File: src/rtl/adder_hs_pkg.sv
// Shared definitions for the adder handshake initiators: FSM encoding,
// default widths and the timeout counter width.
package adder_hs_pkg;

    localparam int DEF_ABITWIDTH = 21;
    localparam int DEF_BBITWIDTH = 21;
    localparam int DEF_SBITWIDTH = 22;
    localparam int DEF_TIMEOUT   = 15;
    localparam int TO_CNT_W      = 8;

    typedef enum logic [1:0] {
        IDLE  = 2'd0,
        ISSUE = 2'd1,
        WAIT  = 2'd2,
        OUT   = 2'd3
    } hs_state_t;

    function automatic int max_int(input int a, input int b);
        return (a > b) ? a : b;
    endfunction

endpackage

File: src/rtl/adder_hs_timeout_counter.sv
// Wait-cycle counter for handshake initiators: clear, increment, and a
// terminal-count flag raised on the cycle whose increment would reach TIMEOUT.
module hs_timeout_counter
    import adder_hs_pkg::*;
#(
    parameter int TIMEOUT = DEF_TIMEOUT
)(
    input  logic clock,
    input  logic reset_n,
    input  logic i_clear,
    input  logic i_inc,
    output logic o_tc
);

    logic [TO_CNT_W-1:0] r_count;
    logic [TO_CNT_W:0]   w_count_next;

    // One spare bit so the compare is exact even for TIMEOUT = 255.
    assign w_count_next = {1'b0, r_count} + (TO_CNT_W+1)'(1);
    assign o_tc         = (w_count_next == (TO_CNT_W+1)'(TIMEOUT));

    always_ff @(posedge clock or negedge reset_n) begin
        if (!reset_n) begin
            r_count <= '0;
        end else if (i_clear) begin
            r_count <= '0;
        end else if (i_inc) begin
            r_count <= w_count_next[TO_CNT_W-1:0];
        end
    end

endmodule

File: src/rtl/adder_handshake_requester.sv
// Initiator side of the enable/ready adder handshake with wait timeout.
// Optional sum overflow/integrity flag out_ovf under ADDER_REQ_OVF_CHECK_EN.
//
// state | meaning
// IDLE  | in_ready high, waiting for an operand pair
// ISSUE | add_enable strobe, timeout counter cleared
// WAIT  | operands held, waiting for add_ready or timeout
// OUT   | result presented under out_valid until out_ready
module adder_handshake_requester
    import adder_hs_pkg::*;
#(
    parameter int ABITWIDTH = DEF_ABITWIDTH,
    parameter int BBITWIDTH = DEF_BBITWIDTH,
    parameter int SBITWIDTH = DEF_SBITWIDTH,
    parameter int TIMEOUT   = DEF_TIMEOUT
)(
    input  logic                 clock,
    input  logic                 reset_n,
    input  logic                 in_valid,
    output logic                 in_ready,
    input  logic [ABITWIDTH-1:0] in_a,
    input  logic [BBITWIDTH-1:0] in_b,
    output logic [ABITWIDTH-1:0] add_A,
    output logic [BBITWIDTH-1:0] add_B,
    output logic                 add_enable,
    input  logic [SBITWIDTH-1:0] add_sum,
    input  logic                 add_ready,
    output logic                 out_valid,
    input  logic                 out_ready,
    output logic [SBITWIDTH-1:0] out_sum,
    output logic                 out_error
`ifdef ADDER_REQ_OVF_CHECK_EN
    ,
    output logic                 out_ovf
`endif
);

    hs_state_t r_state;
    hs_state_t w_next_state;
    logic      w_accept;
    logic      w_cap_ok;
    logic      w_cap_err;
    logic      w_cnt_clear;
    logic      w_cnt_inc;
    logic      w_tc;

    hs_timeout_counter #(
        .TIMEOUT (TIMEOUT)
    ) u_timeout (
        .clock   (clock),
        .reset_n (reset_n),
        .i_clear (w_cnt_clear),
        .i_inc   (w_cnt_inc),
        .o_tc    (w_tc)
    );

    always_ff @(posedge clock or negedge reset_n) begin
        if (!reset_n) begin
            r_state <= IDLE;
        end else begin
            r_state <= w_next_state;
        end
    end

    always_comb begin
        w_next_state = r_state;
        w_accept     = 1'b0;
        w_cap_ok     = 1'b0;
        w_cap_err    = 1'b0;
        w_cnt_clear  = 1'b0;
        w_cnt_inc    = 1'b0;
        in_ready     = (r_state == IDLE);
        add_enable   = (r_state == ISSUE);
        out_valid    = (r_state == OUT);
        case (r_state)
            IDLE: begin
                if (in_valid) begin
                    w_accept     = 1'b1;
                    w_next_state = ISSUE;
                end
            end
            ISSUE: begin
                w_cnt_clear  = 1'b1;
                w_next_state = WAIT;
            end
            WAIT: begin
                // A ready adder beats a timeout landing on the same cycle.
                if (add_ready) begin
                    w_cap_ok     = 1'b1;
                    w_next_state = OUT;
                end else begin
                    w_cnt_inc = 1'b1;
                    if (w_tc) begin
                        w_cap_err    = 1'b1;
                        w_next_state = OUT;
                    end
                end
            end
            OUT: begin
                if (out_ready) begin
                    w_next_state = IDLE;
                end
            end
            default: w_next_state = IDLE;
        endcase
    end

    always_ff @(posedge clock or negedge reset_n) begin
        if (!reset_n) begin
            add_A     <= '0;
            add_B     <= '0;
            out_sum   <= '0;
            out_error <= 1'b0;
        end else begin
            if (w_accept) begin
                add_A <= in_a;
                add_B <= in_b;
            end
            if (w_cap_ok) begin
                out_sum   <= add_sum;
                out_error <= 1'b0;
            end else if (w_cap_err) begin
                out_sum   <= '0;
                out_error <= 1'b1;
            end
        end
    end

`ifdef ADDER_REQ_OVF_CHECK_EN
    localparam int LW = max_int(ABITWIDTH, BBITWIDTH) + 1;
    localparam int CW = max_int(LW, SBITWIDTH);

    logic [CW-1:0] w_local_sum;
    logic [CW-1:0] w_sum_ext;
    logic [CW-1:0] w_smax;
    logic          w_ovf;
    logic          r_ovf;

    // Flag both a sum that cannot fit in SBITWIDTH and an adder that disagrees.
    assign w_local_sum = CW'(add_A) + CW'(add_B);
    assign w_sum_ext   = CW'(add_sum);
    assign w_smax      = CW'({SBITWIDTH{1'b1}});
    assign w_ovf       = (w_local_sum > w_smax) || (w_sum_ext != w_local_sum);
    assign out_ovf     = r_ovf;

    always_ff @(posedge clock or negedge reset_n) begin
        if (!reset_n) begin
            r_ovf <= 1'b0;
        end else if (w_cap_ok) begin
            r_ovf <= w_ovf;
        end else if (w_cap_err) begin
            r_ovf <= 1'b0;
        end
    end
`endif

endmodule

File: config.mk
export PLATFORM = sky130hd
export DESIGN_NAME = adder_handshake_requester
export DESIGN_NICKNAME = d
export VERILOG_FILES = /design/src/rtl/adder_hs_pkg.sv /design/src/rtl/adder_hs_timeout_counter.sv /design/src/rtl/adder_handshake_requester.sv
export SDC_FILE = /design/constraint.sdc
export NUM_CORES = 1
export LEC_CHECK = 0
export BUFFER_PORTS_ARGS = -buffer_cell sky130_fd_sc_hd__buf_2
export CAP_MARGIN = 40
export CORE_UTILIZATION = 53
export CTS_BUF_LIST = sky130_fd_sc_hd__clkbuf_8
export DETAILED_ROUTE_END_ITERATION = 7
export PLACE_DENSITY_LB_ADDON = 0.1
export SLEW_MARGIN = 20
export SYNTH_ARGS = -nofsm -noshare
export SYNTH_HDL_FRONTEND = slang
export SYNTH_HIERARCHICAL = 1
export SYNTH_SLANG_ARGS = --single-unit
File: constraint.sdc
create_clock -name clock -period 4.4 [get_ports clock]
set_input_delay 0.44 -clock clock [delete_from_list [all_inputs] [get_ports clock]]
set_output_delay 0.44 -clock clock [all_outputs]
set_load 0.02 [all_outputs]
* Yosys cells after proc, flatten, opt, wreduce, memory -nomap -nowiden
Index checks and enable logic that the tools add are counted.
Word-level totals: register bits 75, latch bits 0, memory bits (writable) 0, bits in read-only memories 0, input port bits 69, output and inout bits 68, logic and storage cells 39, memories kept 0
Cells by class: add/sub/neg operators 1, multipliers 0, divide/modulo/power cells 0, $lt $le $gt $ge 0, equality and inequality tests 7, shifts and indexed selects 0, multiplexer cells 21, bitwise gates (word level) 0, reduce and logical (&&, ||, !) cells 4
Operators with widths (count):
- $mux W22 | 2
- $mux W8 | 2
- $mux W1 | 12
- $add A8 B1 Y9 const B | 1
- $eq A9 B4 Y1 const B | 1
- $mux W2 | 4
- $pmux W2 S4 | 1
- $eq A2 B2 Y1 const B | 2
- $reduce_bool A2 Y1 | 2
- $ne A3 B2 Y1 const B | 1
- $reduce_and A3 Y1 | 1
- $eq A2 B1 Y1 const B | 1
- $logic_not A2 Y1 | 1
- $ne A2 B1 Y1 const B | 1
- $ne A2 B2 Y1 const B | 1

* Logic depth before layout (Yosys ltp)
word-level depth 7, gate-level depth with buffers 8, mapped depth without buffers 8

* Modules after synthesis
The synthesis kept the hierarchy.
Modules (own cells, without submodules):
- adder_handshake_requester | times used 1, cells an instance 159, area each 2727.6 um^2, seq. area each 1676.6 um^2
- hs_timeout_counter | times used 1, cells an instance 50, area each 459.2 um^2, seq. area each 200.2 um^2

* Least setup slack after synthesis
OpenSTA, ideal clock, no wires.
kind register -> register, from register u_timeout.r_count[0], to register r_state[1], setup time 0.128 ns, arrival time 1.934 ns, required time 4.272 ns, path slack 2.339 ns, cell stages (with the launch flop) 9, path buffers 0, period minus slack after synthesis 2.061 ns, cell sequence dfrtp_1 -> ha_1 -> and3_1 -> a21o_1 -> o22ai_1 -> and3_1 -> nor2_1 -> a221oi_2 -> mux2_1
On the way: word-level cells in the longest chain between the ends 4
Ends and longest elaborated chain:
- start, declared | line adder_hs_timeout_counter.sv:15 | logic [TO_CNT_W-1:0] r_count;
- start signal, assigned | line adder_hs_timeout_counter.sv:28 | r_count <= w_count_next[TO_CNT_W-1:0];
- $add A8 B1 Y9 | line adder_hs_timeout_counter.sv:19 | assign w_count_next = {1'b0, r_count} + (TO_CNT_W+1)'(1);
- $eq A9 B4 Y1 | line adder_hs_timeout_counter.sv:20 | assign o_tc = (w_count_next == (TO_CNT_W+1)'(TIMEOUT));
- named net w_tc | line adder_handshake_requester.sv:45 | logic w_tc;
- $ne A3 B2 Y1 (no source line)
- $reduce_and A3 Y1 (no source line)
- end signal, assigned | line adder_handshake_requester.sv:61 | r_state <= w_next_state;
- end, declared | line adder_handshake_requester.sv:38 | hs_state_t r_state;
The timed path passes the listed nets, and every way through them passes these cells. A chain may end at the register's enable or synchronous reset.

* Worst setup path after layout
Ends and elaborated chain as after synthesis.

==> impl_summary.log <==
INFO  metric clock_network_power_share = 0.190
INFO  metric worstSetupStartpoint = u_timeout/r_count[0]
INFO  metric maximum_number_of_pins_on_one_net_before_global_route_repair = 39
INFO  metric power_leakage = 2.291 nW
INFO  metric cts_tree = built
INFO  metric longest_clk_path_bufs = 2
INFO  metric startpoint_type = flop
INFO  metric worstReg2RegEnd = r_state[1]
INFO  metric grt_pass1_vias = 2163
INFO  metric synth.ff_latch_count = 75
INFO  metric pwr-share-seq = 0.359
INFO  metric core.rowCount = 27
INFO  metric antenna_diodes = 0
INFO  metric cts_resized = 0
INFO  metric detailed_place_hpwl = 4738 µm
INFO  metric via_per_inst = 5.068
INFO  metric crit_type = reg -> reg
INFO  metric setup_viol = 0
INFO  metric worstSetupEndpointType = flop
INFO  metric grt_setup_unrepaired = false
INFO  metric post_synthesis_sequential_area_ratio = 0.5889
INFO  metric io_pins = 137
INFO  metric crit_required = 4.62 ns
INFO  metric timing.final.max_slew_violations = 0
INFO  metric placement.cell_area = 3889 µm²
INFO  metric post-cts-setup-buffers = 0
INFO  metric firstDrtPassIters = 4
INFO  metric die-height = 79.54 µm
INFO  metric numCtsBuffers = 9
INFO  metric post_synth_inst_count = 209
INFO  metric grt_antenna_before_repair = 0
INFO  metric path_clk_slew = 0.08 ns
INFO  metric post_synthesis_net_count = 285
INFO  metric overall_global_routing_usage = 0.2170
INFO  metric run_status = completed
INFO  metric rr_worst_depth = 8
INFO  metric route.vias.total = 2164
INFO  metric max-slew-margin-rel = 0.4690
INFO  metric maxClockFrequency = 441.3 MHz
INFO  metric finalCritPeriodShare = 0.5150
INFO  metric worst_r2r_startpoint = u_timeout/r_count[0]
INFO  metric drt-wirelength-per-cell = 15.23 µm
INFO  metric grt_pass1_wl = 10180 µm
INFO  metric worst_slew_pin_tran = 0.7966 ns
INFO  metric post_synth_num_cell_types = 31
INFO  metric final_hold_viol_count = 0
INFO  metric cts_hold_buf = 0
INFO  metric design.core.area = 5642 µm²
INFO  metric clock_skew = 0.009678 ns
INFO  metric worst_ep_arrival_time = 2.48 ns
INFO  metric drt_wl_total = 6505 µm
INFO  metric syn_to_final_growth = 30.58%
INFO  metric power-per-cell-area = 791.1 nW/µm²
INFO  metric final_common_cell = buf_2
INFO  metric worstPathMaxFanout = 6
INFO  metric clock_root_cell = clkbuf_8
INFO  metric min-delay-path-class = in -> reg
INFO  metric globalRoute.totalOverflow = 0
INFO  metric timing.setup.tns = 0 ns
INFO  metric final_net_count = 426
INFO  metric htree_num_levels = 3
INFO  metric hold_slack = 0.3244 ns
INFO  metric peakVddDrop = 0.0004882 V
INFO  metric drc = 0
INFO  metric reg2reg_slack = 2.13 ns
INFO  metric p_sw_frac = 0.3662
INFO  metric comb_power_share = 0.451
INFO  metric worstSkewPairLatency = 0.34 ns
INFO  metric detail_route.iter0.violations = 85
INFO  metric syn_area = 3187 µm²
INFO  metric final_area = 4161 µm²
INFO  metric die_area = 6327 µm²
INFO  metric synth.yosys.warnings = 6
INFO  metric port-buffer-count = 136
INFO  metric switching_power = 1.206 mW
INFO  metric layout_common_cells = 136 x buf_2, 75 x dfrtp_1, 40 x mux2_4, 22 x a22o_1
INFO  metric drt.antenna.violating_nets = 0
INFO  metric period_needed = 2.266 ns
INFO  metric initial_core_util = 0.5649
INFO  metric place.gp.congestion = 0.7509
INFO  metric maximum_capacitance_violations = 0
INFO  metric holdPathEnd = add_A[14]
INFO  metric die_x = 79.54 µm
INFO  metric clock-sinks = 75
INFO  metric drive_above_1_share = 0.5606
INFO  metric hold-path-cell-count = 2
INFO  metric p_int = 2.087 mW
INFO  metric worst_hold_startpoint = in_a[14]
INFO  metric synthesis.area_per_instance = 15.25 µm²
## worst max-delay path by stage
stage,endpoint,slack [ns],cells after the start
after CTS,r_state[1],2.15,8
final,r_state[1],2.13,8
after global placement,r_state[1],2.26,8
after floorplan,r_state[1],2.34,8
after detailed placement,r_state[1],2.18,8
after global routing,r_state[1],1.98,8
## stage by stage
stage / cells / util / power, mW / worst slack (ns)
3_3_place_gp: 409 / 0.6893 / 2.648 / 2.260
2_1_floorplan: 209 / - / 2.237 / 2.339
5_1_grt: 427 / 0.7376 / 3.470 / 1.975
6_report: 427 / 0.7376 / 3.292 / 2.134
3_5_place_dp: 409 / 0.6893 / 2.680 / 2.182
4_1_cts: 425 / 0.7323 / 3.321 / 2.155
## cell type report
class	instances	area, µm²
Inverter	5	18.77
Sequential cell	75	1877
Multi-Input combinational cell	118	1200
Clock buffer	10	137.6
Tap cell	72	90.09
Fill cell	394	1480
Timing Repair Buffer	141	733.2
Clock inverter	6	105.1
## cells by family after synthesis
| group | count (synthesis) | share of synthesized area |
|---|---|---|
| flops | 75 | 0.5889 |
| mux | 43 | 0.1991 |
| simple gates | 30 | 0.04712 |
| compound gates | 29 | 0.07813 |
| buf+inv | 16 | 0.03455 |
| xor+xnor | 9 | 0.02474 |
| fa+ha+maj | 7 | 0.02748 |
## sequential cells by signal, summed over array words and instances, names as in the netlist
register and count:
out_error 1, add_A 21, out_sum 22, add_B 21, u_timeout/r_count 8, r_state 2
## cells in the mapped netlist
cell	instances	share of area
a221oi_2	1	0.0047
nand2_1	3	0.0035
a211oi_1	1	0.0024
nor3_1	1	0.0016
or3_1	1	0.0020
mux2_2	2	0.0071
nand2_2	1	0.0020
mux2_4	40	0.19
nand4_1	1	0.0020
inv_1	5	0.0059
mux2_1	1	0.0035
a21o_1	1	0.0024
dfrtp_1	75	0.59
xnor2_1	3	0.0082
and2_2	1	0.0024
nor2_1	10	0.012
o21ai_1	1	0.0016
and3_1	2	0.0039
xor2_1	6	0.016
o32a_1	1	0.0031
nor4b_1	1	0.0027
clkbuf_1	1	0.0012
a22o_1	22	0.060
buf_6	6	0.021
ha_1	7	0.027
o22ai_1	1	0.0020
and2_1	1	0.0020
buf_2	4	0.0063
nor2b_1	2	0.0039
a21oi_1	1	0.0016
nand3_1	6	0.0094
## power groups by stage
stage	clock [mW]	combinational [mW]	sequential, mW
floorplan	0	0.690	1.55
global placement	0	1.47	1.18
detailed placement	0	1.49	1.19
CTS	0.638	1.50	1.18
global route	0.669	1.58	1.22
finish	0.625	1.48	1.18
## worst max-delay path, stage by stage (launching register included)
cell and delay [ns]:
dfrtp_1 0.45, ha_1 0.28, and3_1 0.22, a21o_1 0.18
o22ai_1 0.09, and3_1 0.22, nor2_1 0.07, a221oi_2 0.28
mux2_1 0.35
## per-layer routing
layer | vias up | global-route usage | share of wire
met1 | 1028 | 0.2866 | 0.45
met5 | - | 0 | 0
met3 | 15 | 0.04343 | 0.066
li1 | 1024 | - | -
met2 | 97 | 0.3342 | 0.47
met4 | 0 | 0.1218 | 0.022
Power figures use the tool's default switching activity.
